--- src/rtl/dmem_arbiter.sv ---
// Round-robin arbiter sharing one single-port data memory between two requesters.
// One transaction per grant; memory-side outputs are registered, read data returns RD_LAT+1 cycles after GNT.

module dmem_arbiter #(
    parameter int ADDR_W = 8,
    parameter int DATA_W = 16,
    parameter int RD_LAT = 1
) (
    input  logic              clk,
    input  logic              rst_n,

    input  logic              r0_req,
    input  logic              r0_wr,
    input  logic [ADDR_W-1:0] r0_addr,
    input  logic [DATA_W-1:0] r0_wdata,
    output logic              r0_gnt,
    output logic              r0_rvalid,
    output logic [DATA_W-1:0] r0_rdata,

    input  logic              r1_req,
    input  logic              r1_wr,
    input  logic [ADDR_W-1:0] r1_addr,
    input  logic [DATA_W-1:0] r1_wdata,
    output logic              r1_gnt,
    output logic              r1_rvalid,
    output logic [DATA_W-1:0] r1_rdata,

    output logic [ADDR_W-1:0] d_addr,
    output logic              d_wr,
    output logic [DATA_W-1:0] d_wdata,
    input  logic [DATA_W-1:0] d_rdata,

    output logic              busy
);

    localparam int CNT_W     = (RD_LAT > 2) ? $clog2(RD_LAT) : 1;
    localparam int WAIT_INIT = (RD_LAT > 1) ? RD_LAT - 2 : 0;

    typedef enum logic [1:0] {
        S_IDLE,
        S_ACCESS,
        S_WAIT,
        S_RESP
    } state_t;

    state_t           state;
    state_t           state_nxt;
    logic             last;
    logic             sel;
    logic             any_req;
    logic             win;
    logic             arb_en;
    logic [CNT_W-1:0] wait_cnt;

    // On a tie the port that was not granted last wins.
    always_comb begin
        any_req = r0_req | r1_req;
        win     = (r0_req && r1_req) ? ~last : r1_req;
        arb_en  = any_req && ((state == S_IDLE) || (state == S_RESP));
    end

    always_ff @(posedge clk or negedge rst_n) begin
        if (!rst_n) begin
            state <= S_IDLE;
        end else begin
            state <= state_nxt;
        end
    end

    always_comb begin
        state_nxt = state;
        case (state)
            S_IDLE: begin
                if (any_req) begin
                    state_nxt = S_ACCESS;
                end
            end
            S_ACCESS: begin
                if (d_wr) begin
                    state_nxt = S_IDLE;
                end else if (RD_LAT == 1) begin
                    state_nxt = S_RESP;
                end else begin
                    state_nxt = S_WAIT;
                end
            end
            S_WAIT: begin
                if (wait_cnt == '0) begin
                    state_nxt = S_RESP;
                end
            end
            S_RESP: begin
                state_nxt = any_req ? S_ACCESS : S_IDLE;
            end
            default: state_nxt = S_IDLE;
        endcase
    end

    assign busy = (state != S_IDLE);

    // The winner's request is latched straight into the memory-side registers,
    // so they present the access during the ACCESS cycle and hold afterwards.
    always_ff @(posedge clk or negedge rst_n) begin
        if (!rst_n) begin
            last    <= 1'b1;
            sel     <= 1'b0;
            d_addr  <= '0;
            d_wr    <= 1'b0;
            d_wdata <= '0;
            r0_gnt  <= 1'b0;
            r1_gnt  <= 1'b0;
        end else begin
            r0_gnt <= 1'b0;
            r1_gnt <= 1'b0;
            d_wr   <= 1'b0;
            if (arb_en) begin
                sel     <= win;
                last    <= win;
                d_addr  <= win ? r1_addr  : r0_addr;
                d_wr    <= win ? r1_wr    : r0_wr;
                d_wdata <= win ? r1_wdata : r0_wdata;
                r0_gnt  <= ~win;
                r1_gnt  <= win;
            end
        end
    end

    always_ff @(posedge clk or negedge rst_n) begin
        if (!rst_n) begin
            wait_cnt <= '0;
        end else if (state == S_ACCESS) begin
            wait_cnt <= CNT_W'(WAIT_INIT);
        end else if (state == S_WAIT) begin
            wait_cnt <= wait_cnt - 1'b1;
        end
    end

    // Read data is on d_rdata during RESP; it is captured for the port that issued the read.
    always_ff @(posedge clk or negedge rst_n) begin
        if (!rst_n) begin
            r0_rvalid <= 1'b0;
            r1_rvalid <= 1'b0;
            r0_rdata  <= '0;
            r1_rdata  <= '0;
        end else begin
            r0_rvalid <= 1'b0;
            r1_rvalid <= 1'b0;
            if (state == S_RESP) begin
                if (sel) begin
                    r1_rvalid <= 1'b1;
                    r1_rdata  <= d_rdata;
                end else begin
                    r0_rvalid <= 1'b1;
                    r0_rdata  <= d_rdata;
                end
            end
        end
    end

endmodule

--- config.mk ---
export PLATFORM = sky130hd
export DESIGN_NAME = dmem_arbiter
export DESIGN_NICKNAME = d
export VERILOG_FILES = /design/src/rtl/dmem_arbiter.sv
export SDC_FILE = /design/constraint.sdc
export NUM_CORES = 1
export LEC_CHECK = 0
export ABC_AREA = 1
export BUFFER_PORTS_ARGS = -buffer_cell sky130_fd_sc_hd__buf_2
export CAP_MARGIN = 20
export CORE_AREA = 4 4 69 97
export DETAILED_ROUTE_END_ITERATION = 8
export DIE_AREA = 0 0 73 101
export GPL_TIMING_DRIVEN = 0
export PLACE_DENSITY = 0.83
export SETUP_SLACK_MARGIN = 0.4
export SKIP_LAST_GASP = 1
export SLEW_MARGIN = 40
export SYNTH_ARGS = -nofsm -noshare
export SYNTH_HDL_FRONTEND = slang
export SYNTH_SLANG_ARGS = --single-unit
--- constraint.sdc ---
create_clock -name clk -period 3.45 [get_ports clk]
set_input_delay 0.69 -clock clk [delete_from_list [all_inputs] [get_ports clk]]
set_output_delay 0.69 -clock clk [all_outputs]
set_load 0.02 [all_outputs]
Word level (Yosys, flattened, before mapping)
Cells that the tools add are included.

Order comparisons: 0. Reductions and logical operators: 9. Shifts and indexed selects: 0. Multipliers: 0. Divide/modulo/power cells: 0. Add/subtract/negate cells: 1. Mux-type cells: 18. Bitwise gates (word level): 4. Eq/ne operators: 5.

Operators by type and width (count): 16-bit two-way mux (1); 1-bit two-way mux (12); 8-bit two-way mux (1); 2-bit case mux with 4 select lines (1); 2-bit two-way mux (3); 2-bit AND reduction (3); 2-bit equality test, second input constant (2); 2-bit != test, second input constant (2); 2-bit nonzero test (2); 1-bit inverter (3); 2-bit by 1-bit equality test with 1-bit output, second input constant (1); 1-bit logical AND (2); 2-bit zero test (1); 1-bit logical OR (1); 1-bit bitwise OR (1); 1-bit subtractor, second input constant (1).

Bits in registers: 66. Bits in read-only memories: 0. Output and inout bits: 62. Memories: 0. Bits of input ports: 70. RAM bits: 0. Word-level logic and storage cells: 50. Latch bits: 0.

Longest topological paths before layout
Gate-level depths: netlist (run 1).

Depth after elaboration: 4. Gate-level depth with buffers: 7. Depth with buffers taken out: 7.

Worst setup path before layout (run 1)
Ideal clock, no wire load.

Path type: reg-to-output. From: reg state[0]. To: out busy. Data required time: 2760 ps. Buffers on the path: 0. Arrival: 821 ps. Path slack: 1939 ps. Cell stages (with the launch flop): 4. Cells stage by stage: dfrtp_1 -> inv_1 -> ha_1 -> inv_1.

Longest elaborated chain between the ends: 1.

RTL lines: start, declared (RTL line 46) `state_t state;`; start signal, assigned (RTL line 66) `state <= state_nxt;`; 2-bit nonzero test (RTL line 99) `assign busy = (state != S_IDLE);`; end, declared (RTL line 33) `output logic busy`.

No other way between the ends.

Final worst setup path (run 1)
Ends and elaborated chain as after synthesis.

==> results.py, run 1 <==
metrics = {
    "layout": {
        "nets": 524,
        "n_fill_cell": 483,
        "drive_above_1_share_pct": 36.3,
        "mostFrequentLayoutCell": "buf_2",
        "area.growth.synth_to_final_pct": 34.5,
        "most-common-layout-cells": "buf_2, nand2_1, dfrtp_1, nand3_1, o21ai_0",
        "diodes": 0,
    },
    "synth": {
        "yosysTopAreaCell": "dfrtp_1",
        "synth_top_area_share_pct": 57.3,
        "yosysUniqueCellTypes": 21,
        "synth.avg_cell_area_sq_um": 9.22,
        "synth.cell_area_sq_um": 2840,
        "mappedNetlistNets": 382,
        "yosysWarnings": 0,
        "syn_inst": 308,
        "synth_area_leaders": "dfrtp_1, nand2_1, nand3_1, o21ai_0, nand4_1",
        "seq_area_frac_synth_pct": 58.2,
        "ys_seq_elements": 66,
    },
    "pwr": {
        "power.leakage_nw": 2.12,
        "fin_total_pwr_w": 0.00406,
        "ir_drop_mv": 0.527,
        "p_per_area_nw_per_um2": 1060,
    },
    "sta": {
        "worst_pin_slew_ns": 0.480,
        "post-route-min-period_ns": 1.97,
        "fin_skew_ns": 0.0112,
        "finalCritPeriodShare_pct": 57.1,
        "hold_viol": 0,
        "relSlewSlack_pct": 68.0,
        "rsz0062_at_grt": "false",
        "fin_setup_tns_ns": 0,
        "max_freq_mhz": 508,
        "slew_viol_final": 0,
        "hold_ws_ns": 0.303,
        "setup_violations": 0,
    },
    "floorplanning": {
        "io-pin-count": 132,
        "start_util_pct": 48.8,
        "die_area_sq_um": 7370,
        "coreArea_sq_um": 5820,
        "die_x_um": 73,
        "die_h_um": 101,
        "rows": 33,
    },
    "routing": {
        "drc_errors": 0,
        "ant_nets": 0,
        "wl_um": 7740,
        "vias": 2666,
        "drt-pass1-iter-count": 4,
        "vias_per_cell": 5.08,
        "wl_per_cell_um": 14.7,
        "drtIter0Drc": 115,
    },
    "critical_path": {
        "critPathMaxFanout": 5,
        "critPathMostFrequentCell": "inv_1",
        "critical_path_class": "reg2out",
        "cp_slowest_cell": "dfrtp_1",
        "critical_path.cell_chain": "inv_1, ha_1, inv_1, buf_2",
        "crit_required_ns": 2.76,
        "cp-start-kind": "flop",
        "crit_arrival_ns": 1.28,
        "end_kind": "output pin",
        "startpoint": "state[0]$_DFFE_PN0P_",
        "max_stage_delay_ns": 0.41,
        "r2r_start": "state[0]$_DFFE_PN0P_",
    },
    "min_path": {
        "holdCritPathClass": "in2async",
    },
    "cts": {
        "clk_latency_ns": 0.34,
        "cts.clk_slew.worst_paths_ns": 0.08,
        "cts_sinks": 66,
        "cts_max_path_buffers": 2,
        "cts_buffers": 9,
        "root_buffer": "clkbuf_8",
        "hold_buffers": 0,
        "cts_resized": 0,
        "cts_tree": "done",
        "htreeDepth": 3,
        "post_cts_buffers": 0,
    },
    "global_route": {
        "grt_util_all_layers_pct": 21.8,
        "grt_max_degree": 36,
        "antenna_found_initial": 0,
        "overflow": 0,
        "grt_pass1_wl_um": 12500,
        "grt_pass1_vias": 2729,
    },
    "status": {
        "outcome": "completed",
    },
    "flow_run": {
        "drv_cap": 0,
    },
    "placed_design": {
        "portBuffers": 130,
        "hpwl_um": 5940,
        "gp_congestion": 0.830,
    },
}
## path summary, 6_finish.rpt
| path | endpoint | slack (ns) | cells past startpoint |
|---|---|---|---|
| max | busy | 1.48 | 4 |
| min | d_wdata[9]$_DFFE_PN0N_ | 0.30 | 1 |
| max reg2reg | d_wdata[13]$_DFFE_PN0N_ | 1.76 | 7 |
| min reg2reg | wait_cnt$_DFFE_PN0P_ | 0.48 | 1 |
| max in group asynchronous | d_addr[1]$_DFFE_PN0N_ | 2.61 | 2 |
| min in group clk | wait_cnt$_DFFE_PN0P_ | 0.48 | 1 |
## cell families (layout without fill, tap and decap cells)
kind of cell,after synthesis,count (layout),share of synthesized area [%]
AO/OA/AOI/OAI,37,37,6.92
adder cells (fa/ha/maj),4,4,1.76
buffers and inverters,47,194,7.62
flip-flops,66,66,58.2
AND/OR/NAND/NOR,154,154,25.5
## metrics by stage
step           utilization, %  cell area (sq um)  cells  worst slack [ns]
4_1_cts                  65.6               3820    525              1.45
3_3_place_gp             61.5               3580    508              1.45
6_report                 65.6               3820    525              1.48
3_5_place_dp             61.9               3600    509              1.78
5_1_grt                  65.6               3820    525              1.39
2_1_floorplan               -               2840    308              1.94
## per-layer routing
metal	vias to the layer above	wire length, um	GRT usage [%]
li1	1307	-	-
met1	1229	3040	25.3
met2	122	3950	37.6
met3	8	668	6.99
met4	0	78	6.68
met5	-	0	0
## power breakdown
group          switching [W]  total (W)  internal (W)
sequential          0.000202    0.00137       0.00117
combinational        0.00130    0.00197      0.000668
clock               0.000290   0.000715      0.000425
total                0.00180    0.00406       0.00226
## final cells by class
cell class / count / area [sq um] / share of cell area [%]
Tap cell: 70 / 87.6 / 2.29
Inverter: 28 / 105 / 2.75
Multi-Input combinational cell: 195 / 971 / 25.4
Timing Repair Buffer: 131 / 673 / 17.6
Clock inverter: 5 / 77.6 / 2.03
Buffer: 19 / 111 / 2.92
Clock buffer: 11 / 141 / 3.70
Sequential cell: 66 / 1650 / 43.3
## state kept, by name, summed over array words and instances (netlist names), 8 cells and up, named ones only
signal	cells
r1_rdata	16
r0_rdata	16
d_wdata	16
d_addr	8
## cell usage after synthesis
| library cell | instances |
|---|---|
| nand2_1 | 70 |
| dfrtp_1 | 65 |
| nand3_1 | 51 |
| o21ai_0 | 34 |
| inv_1 | 27 |
| nand4_1 | 25 |
| clkbuf_1 | 6 |
| buf_2 | 5 |
| buf_4 | 5 |
| ha_1 | 4 |
| nor2_1 | 4 |
| a21oi_1 | 2 |
| buf_6 | 2 |
| buf_1 | 1 |
| dfstp_2 | 1 |
| inv_2 | 1 |
| nand2_2 | 1 |
| nand2_4 | 1 |
| nor2_2 | 1 |
| nor2_4 | 1 |
| o21ai_4 | 1 |
## critical path: cells and delay by family (launching register included)
kind	cells	cell delay, ns
flops	1	0.41
fa+ha+maj	1	0.24
buf+inv	3	0.30
Power figures use the tool's default switching activity.
==> inputs of run 2 (changes only) <==
--- a/config.mk
+++ b/config.mk
@@ -8,11 +8,11 @@
 export ABC_AREA = 1
 export BUFFER_PORTS_ARGS = -buffer_cell sky130_fd_sc_hd__buf_2
 export CAP_MARGIN = 20
-export CORE_AREA = 4 4 69 97
+export CORE_AREA = 4 4 75 105
 export DETAILED_ROUTE_END_ITERATION = 8
-export DIE_AREA = 0 0 73 101
+export DIE_AREA = 0 0 79 109
 export GPL_TIMING_DRIVEN = 0
-export PLACE_DENSITY = 0.83
+export PLACE_DENSITY = 0.74
 export SETUP_SLACK_MARGIN = 0.4
 export SKIP_LAST_GASP = 1
 export SLEW_MARGIN = 40
==> constraint.sdc (replaced) <==
create_clock -name clk -period 1.6 [get_ports clk]
set_input_delay 0.32 -clock clk [delete_from_list [all_inputs] [get_ports clk]]
set_output_delay 0.32 -clock clk [all_outputs]
set_load 0.02 [all_outputs]
==> results.py, run 2 (same netlist as run 1, synthesis figures left out) <==
metrics = {
    "min_path": {
        "min_path_cells": 3,
        "hold_end": "d_wdata[10]$_DFFE_PN0N_",
        "holdCritPathClass": "in2reg",
        "hp-start": "r0_wdata[10]",
    },
    "status": {
        "outcome": "completed",
    },
    "cts": {
        "cts_tree": "done",
        "root_buffer": "clkbuf_8",
        "cts_sinks": 66,
        "htreeDepth": 3,
        "clk_latency_ns": 0.33,
        "cts.clk_slew.worst_paths_ns": 0.08,
        "cts_buffers": 9,
        "cts_max_path_buffers": 2,
    },
    "routing": {
        "wl_um": 12600,
        "wl_per_cell_um": 20.0,
        "drt-pass1-iter-count": 4,
        "ant_nets": 0,
        "vias": 3397,
        "drtIter0Drc": 118,
        "vias_per_cell": 5.41,
        "drc_errors": 0,
    },
    "pwr": {
        "ir_drop_mv": 1.45,
        "fin_total_pwr_w": 0.0130,
        "p_per_area_nw_per_um2": 2370,
        "pwr-share-seq_pct": 24.8,
        "power.switching_fraction_pct": 43.1,
        "power.leakage_nw": 2.85,
        "comb_power_share_pct": 65.3,
        "p_sw_w": 0.00563,
        "p_int_w": 0.00742,
        "clkPwrFrac_pct": 9.9,
    },
    "critical_path": {
        "end_kind": "flop",
        "crit_required_ns": 1.87,
        "r2r-end": "d_wdata[11]$_DFFE_PN0N_",
        "r2r_cells": 6,
        "critical_path_class": "reg2reg",
        "cp-start-kind": "flop",
        "regToRegSetupSlack_ns": 0.15,
        "critPathMaxFanout": 6,
        "crit_arrival_ns": 1.72,
    },
    "placed_design": {
        "placedCellCount": 534,
        "preCtsSetupSlack_ns": 0.155,
        "hpwl_um": 5970,
        "portBuffers": 130,
        "gp_congestion": 0.790,
    },
    "flow_run": {
        "drv_cap": 0,
    },
    "global_route": {
        "antenna_found_initial": 0,
        "overflow": 0,
        "grt_pass1_wl_um": 16700,
        "grt_max_degree": 40,
        "grt_pass1_vias": 3469,
        "grt_util_all_layers_pct": 25.2,
    },
    "floorplanning": {
        "die_x_um": 79,
        "start_util_pct": 40.9,
        "coreArea_sq_um": 6940,
        "die_h_um": 109,
        "io-pin-count": 132,
        "rows": 36,
        "die_area_sq_um": 8610,
    },
    "sta": {
        "slew_viol_final": 0,
        "setup_violations": 0,
        "worst_pin_slew_ns": 0.500,
        "rsz0062_at_grt": "true",
        "hold_ws_ns": 0.203,
        "finalCritPeriodShare_pct": 90.6,
        "fin_skew_ns": 0.00612,
        "max_freq_mhz": 690,
        "relSlewSlack_pct": 66.7,
        "worst_slack_ns": 0.150,
        "post-route-min-period_ns": 1.45,
        "hold_viol": 0,
    },
    "layout": {
        "drive_above_1_share_pct": 62.7,
        "reg_top3": "d_wdata: 16 flops, r0_rdata: 16 flops, r1_rdata: 16 flops",
        "n_fill_cell": 384,
        "seqCellArea_sq_um": 1650,
        "diodes": 0,
        "mostFrequentLayoutCell": "buf_6",
        "multi_input_area_sq_um": 1480,
        "instances_no_fill": 628,
        "most-common-layout-cells": "buf_6, buf_2, dfrtp_1, buf_4, nand2_1",
        "area.growth.synth_to_final_pct": 93.4,
        "nets": 604,
    },
}
==> run 2: cell types whose count changed in the layout (fill, tap and decap cells not counted), moves of 22 or more <==
cell,change
nand3_2,+42
nand2_1,-22
buf_4,+56
nand3_1,-50
buf_6,+79
buf_2,-64
==> run 2: worst max-delay path by stage <==
stage	slack (ns)	startpoint	endpoint	depth (start not counted)
floorplan	0.35	state[0]$_DFFE_PN0P_	d_addr[7]$_DFFE_PN0N_	7
global placement	-0.05	rst_n	d_wdata[4]$_DFFE_PN0N_	1
detailed placement	0.16	state[0]$_DFFE_PN0P_	d_wdata[11]$_DFFE_PN0N_	6
CTS	0.16	state[0]$_DFFE_PN0P_	busy	4
global route	0.08	flop	r0_rdata[11]$_DFFE_PN0P_	6
finish	0.15	flop	d_wdata[11]$_DFFE_PN0N_	6
==> run 2: layout make-up <==
class / instances / area share (%)
timing repair buffer: 210 / 31.8
sequential: 66 / 30.1
multi-input combinational: 196 / 27.0
buffer: 19 / 3.74
clock buffer: 12 / 3.01
tap: 95 / 2.16
inverter: 28 / 2.05
clock inverter: 2 / 0.228
==> run 2: worst max-delay path, cell delays in order, from the launching register on <==
cell and delay (ns):
dfrtp_1 0.41, inv_2 0.10, ha_4 0.23, nor2_4 0.25, buf_6 0.20, nand3_2 0.10
nand3_2 0.10
==> run 2: stage by stage <==
stage / cell area [sq um] / util, % / setup TNS, ns
after floorplan: 2870 / - / 0
after global placement: 3640 / 52.5 / -2.76
after detailed placement: 3670 / 52.8 / 0
after CTS: 4940 / 71.2 / 0
after global routing: 5490 / 79.2 / 0
final: 5490 / 79.2 / 0
==> run 2: power groups by stage <==
| stage | combinational (W) | sequential (W) | clock [W] |
|---|---|---|---|
| after floorplan | 0.00198 | 0.00389 | 0 |
| after global routing | 0.00900 | 0.00331 | 0.00138 |
| after CTS | 0.00695 | 0.00307 | 0.00129 |
| after global placement | 0.00431 | 0.00295 | 0 |
| final | 0.00852 | 0.00323 | 0.00129 |
| after detailed placement | 0.00441 | 0.00297 | 0 |
==> run 2: what timing repair did <==
item | 4_1_cts | 5_1_grt
buffers inserted | 47 | 22
cloned | 10 | 0
hold buffers | 1 | 0
setup endpoints to repair | 106 | 126
hold endpoints to repair | 27 | 0
resized for setup | 181 | 102
pin swaps | 18 | 26
==> run 2: per-layer routing <==
metal | vias up | track usage (%) | part of all wire (%)
li1 | 1478 | - | -
met1 | 1679 | 25.2 | 34
met2 | 192 | 46.9 | 54
met3 | 48 | 6.86 | 8.0
met4 | 0 | 13.1 | 3.9
met5 | - | 0 | 0
==> inputs of run 3 (changes only) <==
--- a/config.mk
+++ b/config.mk
@@ -13,6 +13,7 @@
 export DIE_AREA = 0 0 79 109
 export GPL_TIMING_DRIVEN = 0
 export PLACE_DENSITY = 0.74
+export RECOVER_POWER = 100
 export SETUP_SLACK_MARGIN = 0.4
 export SKIP_LAST_GASP = 1
 export SLEW_MARGIN = 40
==> results.py, run 3 (same netlist as run 1, synthesis figures left out) <==
metrics = {
    "floorplanning": {
        "die_h_um": 109,
        "coreArea_sq_um": 6940,
        "rows": 36,
        "start_util_pct": 40.9,
        "die_area_sq_um": 8610,
        "die_x_um": 79,
        "io-pin-count": 132,
    },
    "routing": {
        "ant_nets": 0,
        "vias_per_cell": 5.43,
        "wl_um": 12600,
        "drc_errors": 0,
        "wl_per_cell_um": 20.1,
        "vias": 3410,
        "drtIter0Drc": 132,
        "drt-pass1-iter-count": 4,
    },
    "critical_path": {
        "critical_path.cell_chain": "clkbuf_1, buf_4, ha_4, nand2_8, clkbuf_2, nand2_1, o21ai_1",
        "critical_path_class": "reg2reg",
        "cp_slowest_cell": "dfrtp_1",
        "cp-start-kind": "flop",
        "max_stage_delay_ns": 0.39,
        "worst-path-buf-inv": 3,
        "crit_arrival_ns": 1.79,
        "critPathMaxFanout": 5,
        "crit_required_ns": 1.84,
        "end_kind": "flop",
        "cp_top_family": "buffers and inverters",
    },
    "flow_run": {
        "drv_cap": 0,
    },
    "sta": {
        "fin_skew_ns": 0.00693,
        "rsz0062_at_grt": "true",
        "max_freq_mhz": 646,
        "slew_viol_final": 0,
        "finalCritPeriodShare_pct": 96.8,
        "hold_viol": 0,
        "worst_pin_slew_ns": 0.756,
        "setup_violations": 0,
        "post-route-min-period_ns": 1.55,
        "relSlewSlack_pct": 49.6,
        "fin_setup_tns_ns": 0,
    },
    "layout": {
        "nets": 604,
        "drive_above_1_share_pct": 48.2,
        "area.growth.synth_to_final_pct": 73.7,
        "most-common-layout-cells": "buf_2, clkbuf_1, dfrtp_1, buf_4, nand2_1",
        "n_fill_cell": 508,
        "design_area_sq_um": 4930,
        "reg_top3": "d_wdata: 16 flops, r0_rdata: 16 flops, r1_rdata: 16 flops",
        "diodes": 0,
        "fin_util_pct": 71.1,
        "mostFrequentLayoutCell": "buf_2",
        "instances_no_fill": 628,
        "seqCellArea_sq_um": 1650,
        "multi_input_area_sq_um": 1420,
    },
    "global_route": {
        "grt_pass1_wl_um": 16700,
        "grt_max_degree": 40,
        "grt_pass1_vias": 3469,
        "overflow": 0,
        "antenna_found_initial": 0,
        "grt_util_all_layers_pct": 25.2,
    },
    "placed_design": {
        "portBuffers": 130,
        "hpwl_um": 5970,
        "gp_congestion": 0.790,
        "placedCellCount": 534,
        "placed_area_sq_um": 3670,
    },
    "pwr": {
        "p_per_area_nw_per_um2": 2370,
        "ir_drop_mv": 1.34,
        "fin_total_pwr_w": 0.0117,
        "power.leakage_nw": 2.50,
    },
    "cts": {
        "cts_sinks": 66,
        "root_buffer": "clkbuf_8",
        "htreeDepth": 3,
        "cts.clk_slew.worst_paths_ns": 0.08,
        "cts_buffers": 9,
        "clk_latency_ns": 0.34,
        "cts_max_path_buffers": 2,
        "cts_tree": "done",
    },
    "min_path": {
        "holdCritPathClass": "in2reg",
    },
    "status": {
        "outcome": "completed",
    },
}
[run 3: cell count changes in the layout (fill, tap and decap cells not counted), moves of 5 or more]
cell	delta
buf_4	-6
buf_6	-61
clkbuf_1	+65
clkbuf_2	+5
nand3_1	+8
nand3_2	-6
[run 3: tightest hold or removal path, stage by stage]
cell and delay (ns):
buf_2 0.08, nand3_2 0.06, nand3_2 0.05
[run 3: layer usage]
layer / global-route usage [%] / vias to the layer above / wire (um)
li1: - / 1480 / -
met1: 25.2 / 1680 / 4470
met2: 46.9 / 198 / 6710
met3: 6.86 / 52 / 924
met4: 13.1 / 0 / 531
met5: 0 / - / 0
[run 3: metrics by stage]
| stage | hold WS (ns) | worst slack [ns] |
|---|---|---|
| 2_1_floorplan | 0.0244 | 0.353 |
| 6_report | 0.198 | 0.0512 |
| 3_3_place_gp | 0.458 | -0.0453 |
| 3_5_place_dp | 0.266 | 0.155 |
| 5_1_grt | 0.221 | 0.00620 |
| 4_1_cts | 0.182 | 0.162 |
[run 3: what timing repair did]
item	CTS	global route
pin swaps	18	26
hold endpoints to repair	27	0
resized for setup	181	102
endpoints found under the setup margin	106	126
gates cloned	10	0
hold buffers	1	0
setup buffers	47	22
[run 3: final timing paths]
path | start | endpoint | slack, ns | cells after the start
min reg2reg | last$_DFFE_PN1N_ | last$_DFFE_PN1N_ | 0.49 | 2
min in group asynchronous | rst_n | d_addr[0]$_DFFE_PN0N_ | 0.59 | 2
min | r0_wdata[10] | d_wdata[10]$_DFFE_PN0N_ | 0.20 | 3
max reg2reg | flop | r1_rdata[4]$_DFFE_PN0P_ | 0.05 | 7
max in group asynchronous | rst_n | last$_DFFE_PN1N_ | 0.28 | 3
max | flop | r1_rdata[4]$_DFFE_PN0P_ | 0.05 | 7
[run 3: where the power goes]
part | switching [W] | internal (W) | total [W] | leakage, nW
registers | 0.000558 | 0.00252 | 0.00307 | 0.809
clock network | 0.000625 | 0.000670 | 0.00130 | 0.0903
logic | 0.00424 | 0.00306 | 0.00730 | 1.60
total | 0.00542 | 0.00625 | 0.0117 | 2.50
[run 3: layout make-up]
class	instances	share of cell area [%]
Buffer	19	3.75
Multi-Input combinational cell	196	28.7
Tap cell	95	2.41
Timing Repair Buffer	210	25.7
Inverter	28	2.28
Clock inverter	2	0.254
Clock buffer	12	3.35
Sequential cell	66	33.5
